### src/rtl/sevenseg_scan_driver.sv
// Scans four captured BCD digits onto a 4-digit common-anode seven-segment display.
// Optional macro LOW_TIME_BLINK_EN blinks the time digits while the timer reads 01..09.
module sevenseg_scan_driver #(
  parameter int REFRESH_DIV = 100000,
  parameter int GUARD       = 16,
  parameter int BLINK_DIV   = 25000000
) (
  input  logic       clk,
  input  logic       reset,
  input  logic [3:0] ones_time,
  input  logic [3:0] tens_time,
  input  logic [3:0] ones_score,
  input  logic [3:0] tens_score,
  input  logic       display_en,
  output logic [3:0] an,
  output logic [6:0] seg,
  output logic       dp
);

  localparam int CNT_W = (REFRESH_DIV > 1) ? $clog2(REFRESH_DIV) : 1;
  localparam logic [CNT_W-1:0] CNT_LAST  = CNT_W'(REFRESH_DIV - 1);
  localparam logic [CNT_W-1:0] CNT_GUARD = CNT_W'(GUARD);

  if (REFRESH_DIV < 4 || GUARD >= REFRESH_DIV || BLINK_DIV < 1) begin : g_param_check
    $error("sevenseg_scan_driver: illegal REFRESH_DIV/GUARD/BLINK_DIV combination");
  end

  typedef enum logic [1:0] {
    SLOT_ONES_SCORE = 2'd0,
    SLOT_TENS_SCORE = 2'd1,
    SLOT_ONES_TIME  = 2'd2,
    SLOT_TENS_TIME  = 2'd3
  } slot_t;

  logic [CNT_W-1:0] cnt;
  slot_t            slot;
  logic [3:0]       sh_ones_time, sh_tens_time, sh_ones_score, sh_tens_score;
  logic [3:0]       cur_digit;
  logic             is_tens;
  logic             blink_dark;
  logic             lit;
  logic [3:0]       anode_sel;

  function automatic logic [6:0] decode(input logic [3:0] d);
    case (d)
      4'd0:    decode = 7'h40;
      4'd1:    decode = 7'h79;
      4'd2:    decode = 7'h24;
      4'd3:    decode = 7'h30;
      4'd4:    decode = 7'h19;
      4'd5:    decode = 7'h12;
      4'd6:    decode = 7'h02;
      4'd7:    decode = 7'h78;
      4'd8:    decode = 7'h00;
      4'd9:    decode = 7'h10;
      default: decode = 7'h3F;
    endcase
  endfunction

  always_ff @(posedge clk or posedge reset) begin
    if (reset) begin
      cnt  <= '0;
      slot <= SLOT_ONES_SCORE;
    end else if (cnt == CNT_LAST) begin
      cnt  <= '0;
      slot <= slot_t'(slot + 2'd1);
    end else begin
      cnt <= cnt + 1'b1;
    end
  end

  // Digits are frozen at the start of each full scan so a scan never mixes old and new values.
  always_ff @(posedge clk or posedge reset) begin
    if (reset) begin
      sh_ones_time  <= '0;
      sh_tens_time  <= '0;
      sh_ones_score <= '0;
      sh_tens_score <= '0;
    end else if (slot == SLOT_ONES_SCORE && cnt == '0) begin
      sh_ones_time  <= ones_time;
      sh_tens_time  <= tens_time;
      sh_ones_score <= ones_score;
      sh_tens_score <= tens_score;
    end
  end

`ifdef LOW_TIME_BLINK_EN
  localparam int BLINK_W = (BLINK_DIV > 1) ? $clog2(BLINK_DIV) : 1;
  logic [BLINK_W-1:0] blink_cnt;
  logic               blink_on;

  always_ff @(posedge clk or posedge reset) begin
    if (reset) begin
      blink_cnt <= '0;
      blink_on  <= 1'b1;
    end else if (blink_cnt == BLINK_W'(BLINK_DIV - 1)) begin
      blink_cnt <= '0;
      blink_on  <= ~blink_on;
    end else begin
      blink_cnt <= blink_cnt + 1'b1;
    end
  end

  // A timer reading 00 is steady; only 01..09 draws attention by blinking.
  assign blink_dark = !blink_on && (sh_tens_time == 4'd0) && (sh_ones_time != 4'd0) &&
                      (slot == SLOT_ONES_TIME || slot == SLOT_TENS_TIME);
`else
  assign blink_dark = 1'b0;
`endif

  always_comb begin
    cur_digit = sh_ones_score;
    is_tens   = 1'b0;
    case (slot)
      SLOT_ONES_SCORE: cur_digit = sh_ones_score;
      SLOT_TENS_SCORE: begin cur_digit = sh_tens_score; is_tens = 1'b1; end
      SLOT_ONES_TIME:  cur_digit = sh_ones_time;
      SLOT_TENS_TIME:  begin cur_digit = sh_tens_time;  is_tens = 1'b1; end
      default:         cur_digit = sh_ones_score;
    endcase
  end

  assign anode_sel = ~(4'b0001 << slot);
  assign lit = display_en && (cnt >= CNT_GUARD) && !(is_tens && cur_digit == 4'd0) && !blink_dark;

  always_ff @(posedge clk or posedge reset) begin
    if (reset) begin
      an  <= 4'hF;
      seg <= 7'h7F;
      dp  <= 1'b1;
    end else begin
      an  <= lit ? anode_sel : 4'hF;
      seg <= lit ? decode(cur_digit) : 7'h7F;
      dp  <= !(lit && slot == SLOT_ONES_TIME);
    end
  end

endmodule

### config.mk
export PLATFORM = sky130hd
export DESIGN_NAME = sevenseg_scan_driver
export DESIGN_NICKNAME = d
export VERILOG_FILES = /design/src/rtl/sevenseg_scan_driver.sv
export SDC_FILE = /design/constraint.sdc
export NUM_CORES = 1
export LEC_CHECK = 0
export ABC_AREA = 1
export BUFFER_PORTS_ARGS = -buffer_cell sky130_fd_sc_hd__buf_2
export CELL_PAD_IN_SITES_DETAIL_PLACEMENT = 0
export CELL_PAD_IN_SITES_GLOBAL_PLACEMENT = 1
export CORE_MARGIN = 4
export CORE_UTILIZATION = 45
export CTS_CLUSTER_SIZE = 12
export DETAILED_ROUTE_END_ITERATION = 10
export PLACE_DENSITY_LB_ADDON = 0.1
export SKIP_LAST_GASP = 1
export SLEW_MARGIN = 10
export SYNTH_ARGS = -nofsm -noshare
export SYNTH_HDL_FRONTEND = slang
export SYNTH_SLANG_ARGS = --single-unit
### constraint.sdc
create_clock -name clk -period 3.6 [get_ports clk]
set_input_delay 0.36 -clock clk [delete_from_list [all_inputs] [get_ports clk]]
set_output_delay 0.36 -clock clk [all_outputs]
set_load 0.01 [all_outputs]
==> impl_metrics.tcl, run 1 <==
set metrics [dict create \
    antenna-diode-count 0 \
    outcome "completed" \
    cp_top_family "adder cells" \
    routed_wl_um 5060 \
    synth_edf_count 0 \
    num_vias 1956 \
    synthDominantCellAreaShare_pct 35.2 \
    post-dp-hpwl_um 3800 \
    synth-seq-area-share_pct 46.8 \
    viasPerCell 4.62 \
    dieArea_sq_mm 0.00678 \
    path_cells "inv_1 -> ha_1 -> inv_2 -> nand2_1 -> o21bai_1 -> ha_1 -> o21a_1 -> nand3_1 -> nand2_2 -> nor2_2 -> nand2_1" \
    start_util_pct 47.5 \
    crit_type "reg2reg" \
    core-area_sq_mm 0.00524 \
    synth_most_common_cell "nand2_1" \
    cts.sinks 46 \
    h-tree-depth 2 \
    grt_pass1_wl_um 9130 \
    cts_inserted_buffers 5 \
    clk_pin_slew_worst_paths_ns 0.09 \
    synthTopCellsByCount "nand2_1, inv_1, dfrtp_1, nor2_1" \
    rsz0062_at_grt "no" \
    p_per_area_mw_per_mm2 354 \
    ys_ff_latch 46 \
    p_leak_nw 1.51 \
    clock_path_buffers 2 \
    critPathBufInv 2 \
    slew_violations 0 \
    max-slew-margin-rel_pct 36.7 \
    synth_cells 319 \
    grt_max_degree 47 \
    required_ns 3.84 \
    clock_latency_ns 0.30 \
    totalPowerFinal_uw 996 \
    syn-num-nets 347 \
    io_pins 31 \
    cts_root_buf "clkbuf_8" \
    synth_area_leader_cell "dfrtp_1" \
    slowest_stage "dfrtp_1" \
    irDropWorstVdd_v 0.000203 \
    fill_cells 517 \
    routabilityCongestion 0.813 \
    tritoncts "built" \
    drt.antenna.violating_nets 0 \
    yosysUniqueCellTypes 32 \
    area_growth_syn_to_layout_pct 13.1 \
    period_needed_ns 2.06 \
    antenna_found_initial 0 \
    final-seq-area_sq_mm 0.00116 \
    ys.flop_type "dfrtp_1" \
    drive_above_1_share_pct 18.4 \
    io_buffers 30 \
    min_period_over_period_pct 57.1 \
    syn-cell-area_sq_mm 0.00249 \
    hold_viol 0 \
    tns_ns 0 \
    multi_input_area_sq_mm 0.00109 \
    grt_pass1_vias 1840 \
    wl_per_cell_um 12.0 \
    cts.repair.resized 0 \
    worst_pin_slew_ns 0.948 \
    cp-start-kind "flop" \
    ys_top_cells_by_area "dfrtp_1, nand2_1, dfstp_2, inv_1, nor2_1" \
    postCtsHoldBufs 0 \
    yosys_warnings 0 \
    nNetsFinal 380 \
    worst_hold_path_type "in2async" \
    fmax_ghz 0.487 \
    maxCapViolCount 0 \
    die_y_um 82.3 \
    syn_area_per_cell_sq_um 7.80 \
    synthArstFlopShare_pct 100 \
    drtPass1Iterations 4 \
    cp.arrival_ns 2.29 \
    final_util_pct 53.7 \
    critPathMaxFanout 9 \
    setup_violations 0 \
    drtIter0Drc 69 \
    grt_usage_pct 17.7 \
    grt_overflow 0 \
    die_x_um 82.3 \
    drt_drc_violations_left 0 \
    skew_ns 0.00806 \
    cp-end-kind "flop" \
    post_cts_buffers 0 \
    critPathMaxStageDelay_ns 0.39 \
    rows 26 \
]
==> worst reg2reg max path, cell delays in order (launching register included) <==
cell and delay [ns]:
dfrtp_1 0.39, inv_1 0.11, ha_1 0.23, inv_2 0.14, nand2_1 0.09, o21bai_1 0.35, ha_1 0.24, o21a_1 0.12
nand3_1 0.08, nand2_2 0.11, nor2_2 0.06, nand2_1 0.07
==> cells in the final DEF, fill, tap and decap left out, drive strengths merged, types with 6 or more instances in the layout <==
cell / count
buf: 30
clkbuf: 6
dfrtp: 35
dfstp: 11
ha: 9
inv: 56
nand2: 98
nand3: 20
nor2: 34
o21ai: 24
xor2: 10
==> cell families after synthesis <==
logic type | after synthesis | share of synthesized area, %
xor+xnor | 10 | 3.52
fa+ha+maj | 9 | 4.53
simple gates | 164 | 28.1
flops | 46 | 46.8
compound gates | 30 | 7.65
buf+inv | 60 | 9.36
==> registers in the layout, indices dropped and copies added, names as in the netlist <==
name and count:
slot 2, sh_tens_score 4, seg 7, sh_ones_score 4, sh_tens_time 4, cnt 17, sh_ones_time 4, an 4
==> final timing paths <==
check                                 from              end  slack (ns)  cells past startpoint
min reg2reg                sh_ones_time[2]  sh_ones_time[2]        0.50                      2
max reg2reg                        slot[0]           seg[2]        1.54                     11
min in group clk              tens_time[1]  sh_tens_time[1]        0.28                      3
max in group asynchronous            reset           cnt[9]        2.74                      2
min                                  reset           cnt[1]        0.27                      2
max                                slot[0]           seg[2]        1.54                     11
==> metal layers <==
| layer | GRT usage (%) | part of all wire [%] | vias up |
|---|---|---|---|
| met4 | 4.49 | 0.85 | 0 |
| met5 | 0 | 0 | - |
| li1 | - | - | 1046 |
| met3 | 3.58 | 4.3 | 5 |
| met1 | 27.7 | 54 | 872 |
| met2 | 24.6 | 41 | 33 |
==> final cells by class <==
| type | instances | area share [%] |
|---|---|---|
| Clock buffer | 6 | 2.58 |
| Inverter | 56 | 7.47 |
| Tap cell | 70 | 3.11 |
| Clock inverter | 2 | 1.33 |
| Multi-Input combinational cell | 213 | 38.7 |
| Timing Repair Buffer | 30 | 5.34 |
| Sequential cell | 46 | 41.4 |
==> stage by stage <==
stage | hold WS, ns | instance area [sq um] | setup WS, ns | instances
6_report | 0.269 | 2810 | 1.54 | 423
4_1_cts | 0.272 | 2810 | 1.53 | 423
5_1_grt | 0.278 | 2810 | 1.34 | 423
3_5_place_dp | 0.477 | 2700 | 1.58 | 415
3_3_place_gp | 0.474 | 2700 | 1.68 | 415
2_1_floorplan | 0.451 | 2490 | 1.83 | 319
==> report_power, final <==
group	switching (mW)	internal [mW]
clock	0.179	0.207
combinational	0.0402	0.0266
sequential	0.00705	0.536
(Power assumes the default switching activity.)
==> run 2, diff against run 1 <==
ABC_AREA = 0   (was 1)
clock period = 1.9 ns   (was 3.6 ns; I/O delays follow)
==> run 2 against run 1 <==
Net effect: the run now ends with setup timing left; global-route usage decreased by 1.7 points; sequential share of layout area decreased by 2.0 points; design area increased by 5.2%; first-iteration DRC count increased by 120%; hold slack got worse by 0.15 ns; critical path type unchanged; worst setup slack got worse by 1.8 ns; flip-flop and latch count unchanged; clock power increased by 48%; highest routed layer unchanged; non-clock buffer count increased by 40; clock-buffer cell count decreased by 1; die area decreased by 10%.
==> impl_metrics.tcl, run 2 <==
set metrics [dict create \
    hold_viol 0 \
    syn_area_per_cell_sq_um 11.6 \
    clock_latency_ns 0.30 \
    grt_overflow 0 \
    drt.antenna.violating_nets 0 \
    antenna_found_initial 0 \
    synth_most_common_cell "dfrtp_1" \
    io_pins 31 \
    die_x_um 78.0 \
    grt_max_degree 25 \
    skew_ns 0.00636 \
    cp-start-kind "flop" \
    worst_pin_slew_ns 0.848 \
    clock_path_buffers 2 \
    worst_hold_path_type "in2reg" \
    synthTopCellsByCount "dfrtp_1, mux2_2, inv_1, nor2_1" \
    viasPerCell 5.17 \
    synth_area_leader_cell "dfrtp_1" \
    yosys.area_share.simple_pct 13.8 \
    synth_cells 190 \
    synth-seq-area-share_pct 52.9 \
    nNetsFinal 289 \
    synthAdderAreaFrac_pct 5.11 \
    routed_wl_um 4920 \
    grt_pass1_vias 1671 \
    critPathMaxFanout 6 \
    synth_compound_area_share_pct 7.44 \
    internal_power_mw 1.35 \
    antenna-diode-count 0 \
    fmax_ghz 0.469 \
    synthDominantCellAreaShare_pct 39.8 \
    final_common_cell "buf_4" \
    slowest_stage "dfrtp_2" \
    synthArstFlopShare_pct 100 \
    wl_per_cell_um 15.0 \
    cts_inserted_buffers 5 \
    seq_power_share_pct 58.7 \
    synth_edf_count 0 \
    synth_top_family_by_area "simple AND/OR/NAND/NOR gates" \
    ys.flop_type "dfrtp_1" \
    totalPowerFinal_mw 1.75 \
    top_regs "cnt (17), seg (7)" \
    syn-num-nets 218 \
    ys_top_cells_by_area "dfrtp_1, dfstp_2, mux2_2, ha_1, xnor2_1" \
    critPathMaxStageDelay_ns 0.46 \
    clkPwrFrac_pct 32.7 \
    dieArea_sq_mm 0.00608 \
    yosysUniqueCellTypes 35 \
    comb_power_share_pct 8.6 \
    crit_type "reg2reg" \
    ys_ff_latch 46 \
    failed_checks "setup timing" \
    start_util_pct 46.6 \
    synthMuxAreaShare_pct 10.5 \
    p_leak_nw 1.37 \
    drt_drc_violations_left 0 \
    post-dp-hpwl_um 3490 \
    setup_violations 27 \
    slew_violations 0 \
    drtIter0Drc 149 \
    yosys_warnings 0 \
    syn-cell-area_sq_mm 0.00220 \
    drive_above_1_share_pct 45.8 \
    maxCapViolCount 0 \
    h-tree-depth 2 \
    required_ns 2.12 \
    core-area_sq_mm 0.00472 \
    power.switching_uw 406 \
    critPathBufInv 2 \
    grt_pass1_wl_um 7740 \
    routabilityCongestion 0.863 \
    die_y_um 78.0 \
    rows 25 \
    p_per_area_mw_per_mm2 592 \
    max-slew-margin-rel_pct 43.1 \
    num_vias 1702 \
    min_period_over_period_pct 112 \
    io_buffers 30 \
    sw_frac_of_total_pct 23.2 \
    grt_usage_pct 16.0 \
    clk_pin_slew_worst_paths_ns 0.09 \
    period_needed_ns 2.13 \
    path_cells "ha_4 -> a222oi_1 -> mux2i_2 -> inv_1 -> ha_2 -> o21ai_2 -> o311a_1 -> buf_6 -> o21ai_1" \
    tritoncts "built" \
    synth_xor_area_share_pct 5.97 \
    final_cell_mix "buf_4, dfrtp_1, buf_2" \
    top_register "cnt" \
    cp-end-kind "flop" \
    rsz0062_at_grt "yes" \
    cp_top_family "compound AO/OA/AOI/OAI gates" \
    largest_reg_flops 17 \
    area_growth_syn_to_layout_pct 34.4 \
    drtPass1Iterations 4 \
    cp.arrival_ns 2.35 \
    irDropWorstVdd_v 0.000352 \
    final_util_pct 62.6 \
    cts.sinks 46 \
    pre_cts_ws_ns -0.204 \
    cts_root_buf "clkbuf_8" \
    worst_slack_ns -0.231 \
    outcome "finished, violations left" \
]
run 2: kinds of logic after synthesis:
| family | after synthesis |
|---|---|
| adder cells (fa/ha/maj) | 9 |
| buffers and inverters | 22 |
| flip-flops | 46 |
| XOR/XNOR | 15 |
| AO/OA/AOI/OAI | 23 |
| multiplexers | 21 |
| AND/OR/NAND/NOR | 54 |
run 2: layout make-up:
cell class / instances / area (sq um)
clock inverter: 3 / 16.3
multi-input combinational: 122 / 1060
fill: 382 / 1760
timing repair buffer: 70 / 499
clock buffer: 5 / 68.8
inverter: 16 / 60.1
sequential: 46 / 1170
tap: 67 / 83.8
run 2: power groups by stage:
stage / combinational (mW) / sequential [mW] / clock (mW)
2_1_floorplan: 0.0678 / 1.05 / 0
3_3_place_gp: 0.129 / 1.05 / 0
3_5_place_dp: 0.134 / 1.05 / 0
4_1_cts: 0.138 / 1.03 / 0.595
5_1_grt: 0.168 / 1.03 / 0.637
6_report: 0.151 / 1.03 / 0.573
run 2: what timing repair did:
action,in CTS,in global routing
hold endpoints to repair,12,0
hold buffers,1,0
buffers inserted,2,6
endpoints found under the setup margin,27,27
gates cloned,0,1
gates resized for setup,2,26
pin swaps,2,5
run 2: stage by stage:
stage	hold WS [ns]	cells	cell area (sq um)	setup TNS, ns
after floorplan	0.342	190	2230	-1.85
after global placement	0.267	311	2660	-1.13
after detailed placement	0.287	311	2660	-2.06
after CTS	0.111	322	2780	-2.13
after global routing	0.113	329	2960	-5.28
final	0.119	329	2960	-2.65
run 2: final timing paths:
path | start | to | slack (ns) | cells past startpoint
setup / recovery | slot[1] | seg[4] | -0.23 | 9
hold / removal | tens_score[0] | sh_tens_score[0] | 0.12 | 2
setup reg to reg | slot[1] | seg[4] | -0.23 | 9
hold reg to reg | cnt[12] | cnt[12] | 0.52 | 1
max in group asynchronous | reset | slot[0] | 0.84 | 4
min in group asynchronous | reset | sh_ones_time[1] | 0.51 | 3
run 2: metal layers:
layer / track usage [%] / up-vias / wire [um]
li1: - / 810 / -
met1: 19.4 / 854 / 2070
met2: 27.4 / 36 / 2650
met3: 3.83 / 2 / 182
met4: 6.47 / 0 / 25
met5: 0 / - / 0
==> run 3, diff against run 2 <==
CTS_BUF_LIST = sky130_fd_sc_hd__clkbuf_16   (was default)
SETUP_SLACK_MARGIN = 0.02   (was default)
TNS_END_PERCENT = 100   (was default)
==> run 3 against run 2 <==
Net effect: the run still ends with setup timing left; clock power is 45% higher; design area is 2.5% higher; utilization is 1.6 points higher; total power is 14% higher; cell count stayed put; first-iteration DRC count is 54% lower; routed wire length is 2.2% lower; critical path depth stayed put; largest power group unchanged.
==> impl_metrics.tcl, run 3 (same netlist as run 2, synthesis figures left out) <==
set metrics [dict create \
    cp.arrival_ns 2.48 \
    core-area_sq_mm 0.00472 \
    p_leak_nw 1.40 \
    nNetsFinal 289 \
    slew_violations 0 \
    clock_path_buffers 2 \
    required_ns 2.11 \
    final_common_cell "dfrtp_1" \
    drt.antenna.violating_nets 0 \
    maxCapViolCount 0 \
    cp-start-kind "flop" \
    worst_hold_path_type "in2reg" \
    crit_type "reg2reg" \
    io_buffers 30 \
    hold_viol 0 \
    top_register "cnt" \
    routabilityCongestion 0.920 \
    p_per_area_mw_per_mm2 661 \
    max-slew-margin-rel_pct 50.3 \
    start_util_pct 46.6 \
    critPathBufInv 2 \
    num_vias 1684 \
    tritoncts "built" \
    rows 25 \
    hp-start "tens_score[2]" \
    cts_root_buf "clkbuf_16" \
    drtPass1Iterations 4 \
    clock_latency_ns 0.28 \
    routed_wl_um 4820 \
    viasPerCell 5.12 \
    drt_drc_violations_left 0 \
    area_growth_syn_to_layout_pct 37.7 \
    totalPowerFinal_mw 2.01 \
    worst_slack_ns -0.368 \
    final_util_pct 64.2 \
    timing.rr.end "seg[5]" \
    top_regs "cnt (17), seg (7)" \
    h-tree-depth 2 \
    irDropWorstVdd_v 0.000307 \
    slowest_stage "dfrtp_2" \
    fmax_ghz 0.441 \
    r2r_cells 9 \
    clk_pin_slew_worst_paths_ns 0.06 \
    r2r-start "slot[1]" \
    cp_top_family "compound AO/OA/AOI/OAI gates" \
    io_pins 31 \
    critPathMaxFanout 5 \
    drtIter0Drc 69 \
    post-dp-hpwl_um 3390 \
    cts_inserted_buffers 5 \
    antenna_found_initial 0 \
    drive_above_1_share_pct 45.8 \
    final_cell_mix "dfrtp_1, buf_4, buf_2" \
    largest_reg_flops 17 \
    critPathMaxStageDelay_ns 0.46 \
    cp-end-kind "flop" \
    period_needed_ns 2.27 \
    path_cells "ha_4 -> a222oi_1 -> mux2i_2 -> inv_1 -> ha_2 -> o21ai_1 -> o311a_1 -> buf_6 -> o21ai_1" \
    crit_end "seg[5]" \
    rsz0062_at_grt "yes" \
    outcome "finished, violations left" \
    crit_start "slot[1]" \
    die_y_um 78.0 \
    wl_per_cell_um 14.6 \
    critical_path_cell_count 9 \
    grt_usage_pct 15.9 \
    antenna-diode-count 0 \
    critPathMostFrequentCell "o21ai_1" \
    skew_ns 0.00763 \
    dieArea_sq_mm 0.00608 \
    die_x_um 78.0 \
    worst_pin_slew_ns 0.741 \
    min_period_over_period_pct 119 \
    grt_pass1_vias 1643 \
    setup_violations 27 \
    failed_checks "setup timing" \
    grt_max_degree 26 \
    grt_overflow 0 \
    grt_pass1_wl_um 7660 \
    cts.sinks 46 \
    reg2reg_slack_ns -0.37 \
]
==> run 3: how the worst min path moves through the flow <==
stage	slack (ns)	cells after the start	to
3_3_place_gp	0.25	2	sh_ones_score[3]
2_1_floorplan	0.34	1	sh_ones_score[0]
3_5_place_dp	0.26	2	sh_ones_score[0]
4_1_cts	0.13	2	sh_tens_score[2]
5_1_grt	0.13	2	sh_tens_score[3]
6_report	0.13	2	sh_tens_score[2]
==> run 3: final cells by class <==
cell class | instances | area [sq um]
fillers | 388 | 1690
flip-flops and latches | 46 | 1170
multi-input cells | 122 | 1070
repair buffers | 70 | 510
clock buffers | 5 | 125
well taps | 67 | 83.8
inverters | 16 | 62.6
clock inverters | 3 | 17.5
==> run 3: routing by layer <==
metal  track usage, %  vias to the layer above  wire, um  part of all wire (%)
met5                0                        -         0                     0
met1             18.6                      830      2010                    42
li1                 -                      809         -                     -
met4             6.29                        0        69                   1.4
met2             28.3                       36      2540                    53
met3             3.48                        9       198                   4.1
==> run 3: worst reg2reg max path, cell delays in order (launching register included) <==
cell and delay [ns]:
dfrtp_2 0.46, ha_4 0.19, a222oi_1 0.43, mux2i_2 0.15
inv_1 0.11, ha_2 0.18, o21ai_1 0.06, o311a_1 0.39
buf_6 0.15, o21ai_1 0.08
==> run 3: repair_timing <==
| item | 4_1_cts | 5_1_grt |
|---|---|---|
| pin swaps | 0 | 4 |
| setup buffers | 1 | 6 |
| gates resized for setup | 2 | 29 |
| endpoints found under the hold margin | 10 | 0 |
| endpoints found under the setup margin | 27 | 27 |
| hold buffers | 1 | 0 |
| gates cloned | 0 | 1 |
==> run 3: stage by stage <==
| step | hold WS (ns) | area [sq um] | setup TNS [ns] | std cells | setup WS, ns |
|---|---|---|---|---|---|
| floorplan | 0.342 | 2240 | -1.85 | 190 | -0.184 |
| global placement | 0.247 | 2670 | -1.29 | 312 | -0.136 |
| detailed placement | 0.258 | 2670 | -3.40 | 312 | -0.265 |
| CTS | 0.130 | 2840 | -2.74 | 322 | -0.270 |
| global route | 0.131 | 3030 | -7.61 | 329 | -0.467 |
| finish | 0.134 | 3030 | -4.88 | 329 | -0.368 |
==> run 3: report_power, final <==
| group | leakage [nW] | switching [mW] | internal [mW] | total, mW |
|---|---|---|---|---|
| Combinational | 0.777 | 0.0718 | 0.0755 | 0.147 |
| Clock | 0.0750 | 0.346 | 0.482 | 0.828 |
| Sequential | 0.550 | 0.0139 | 1.02 | 1.03 |
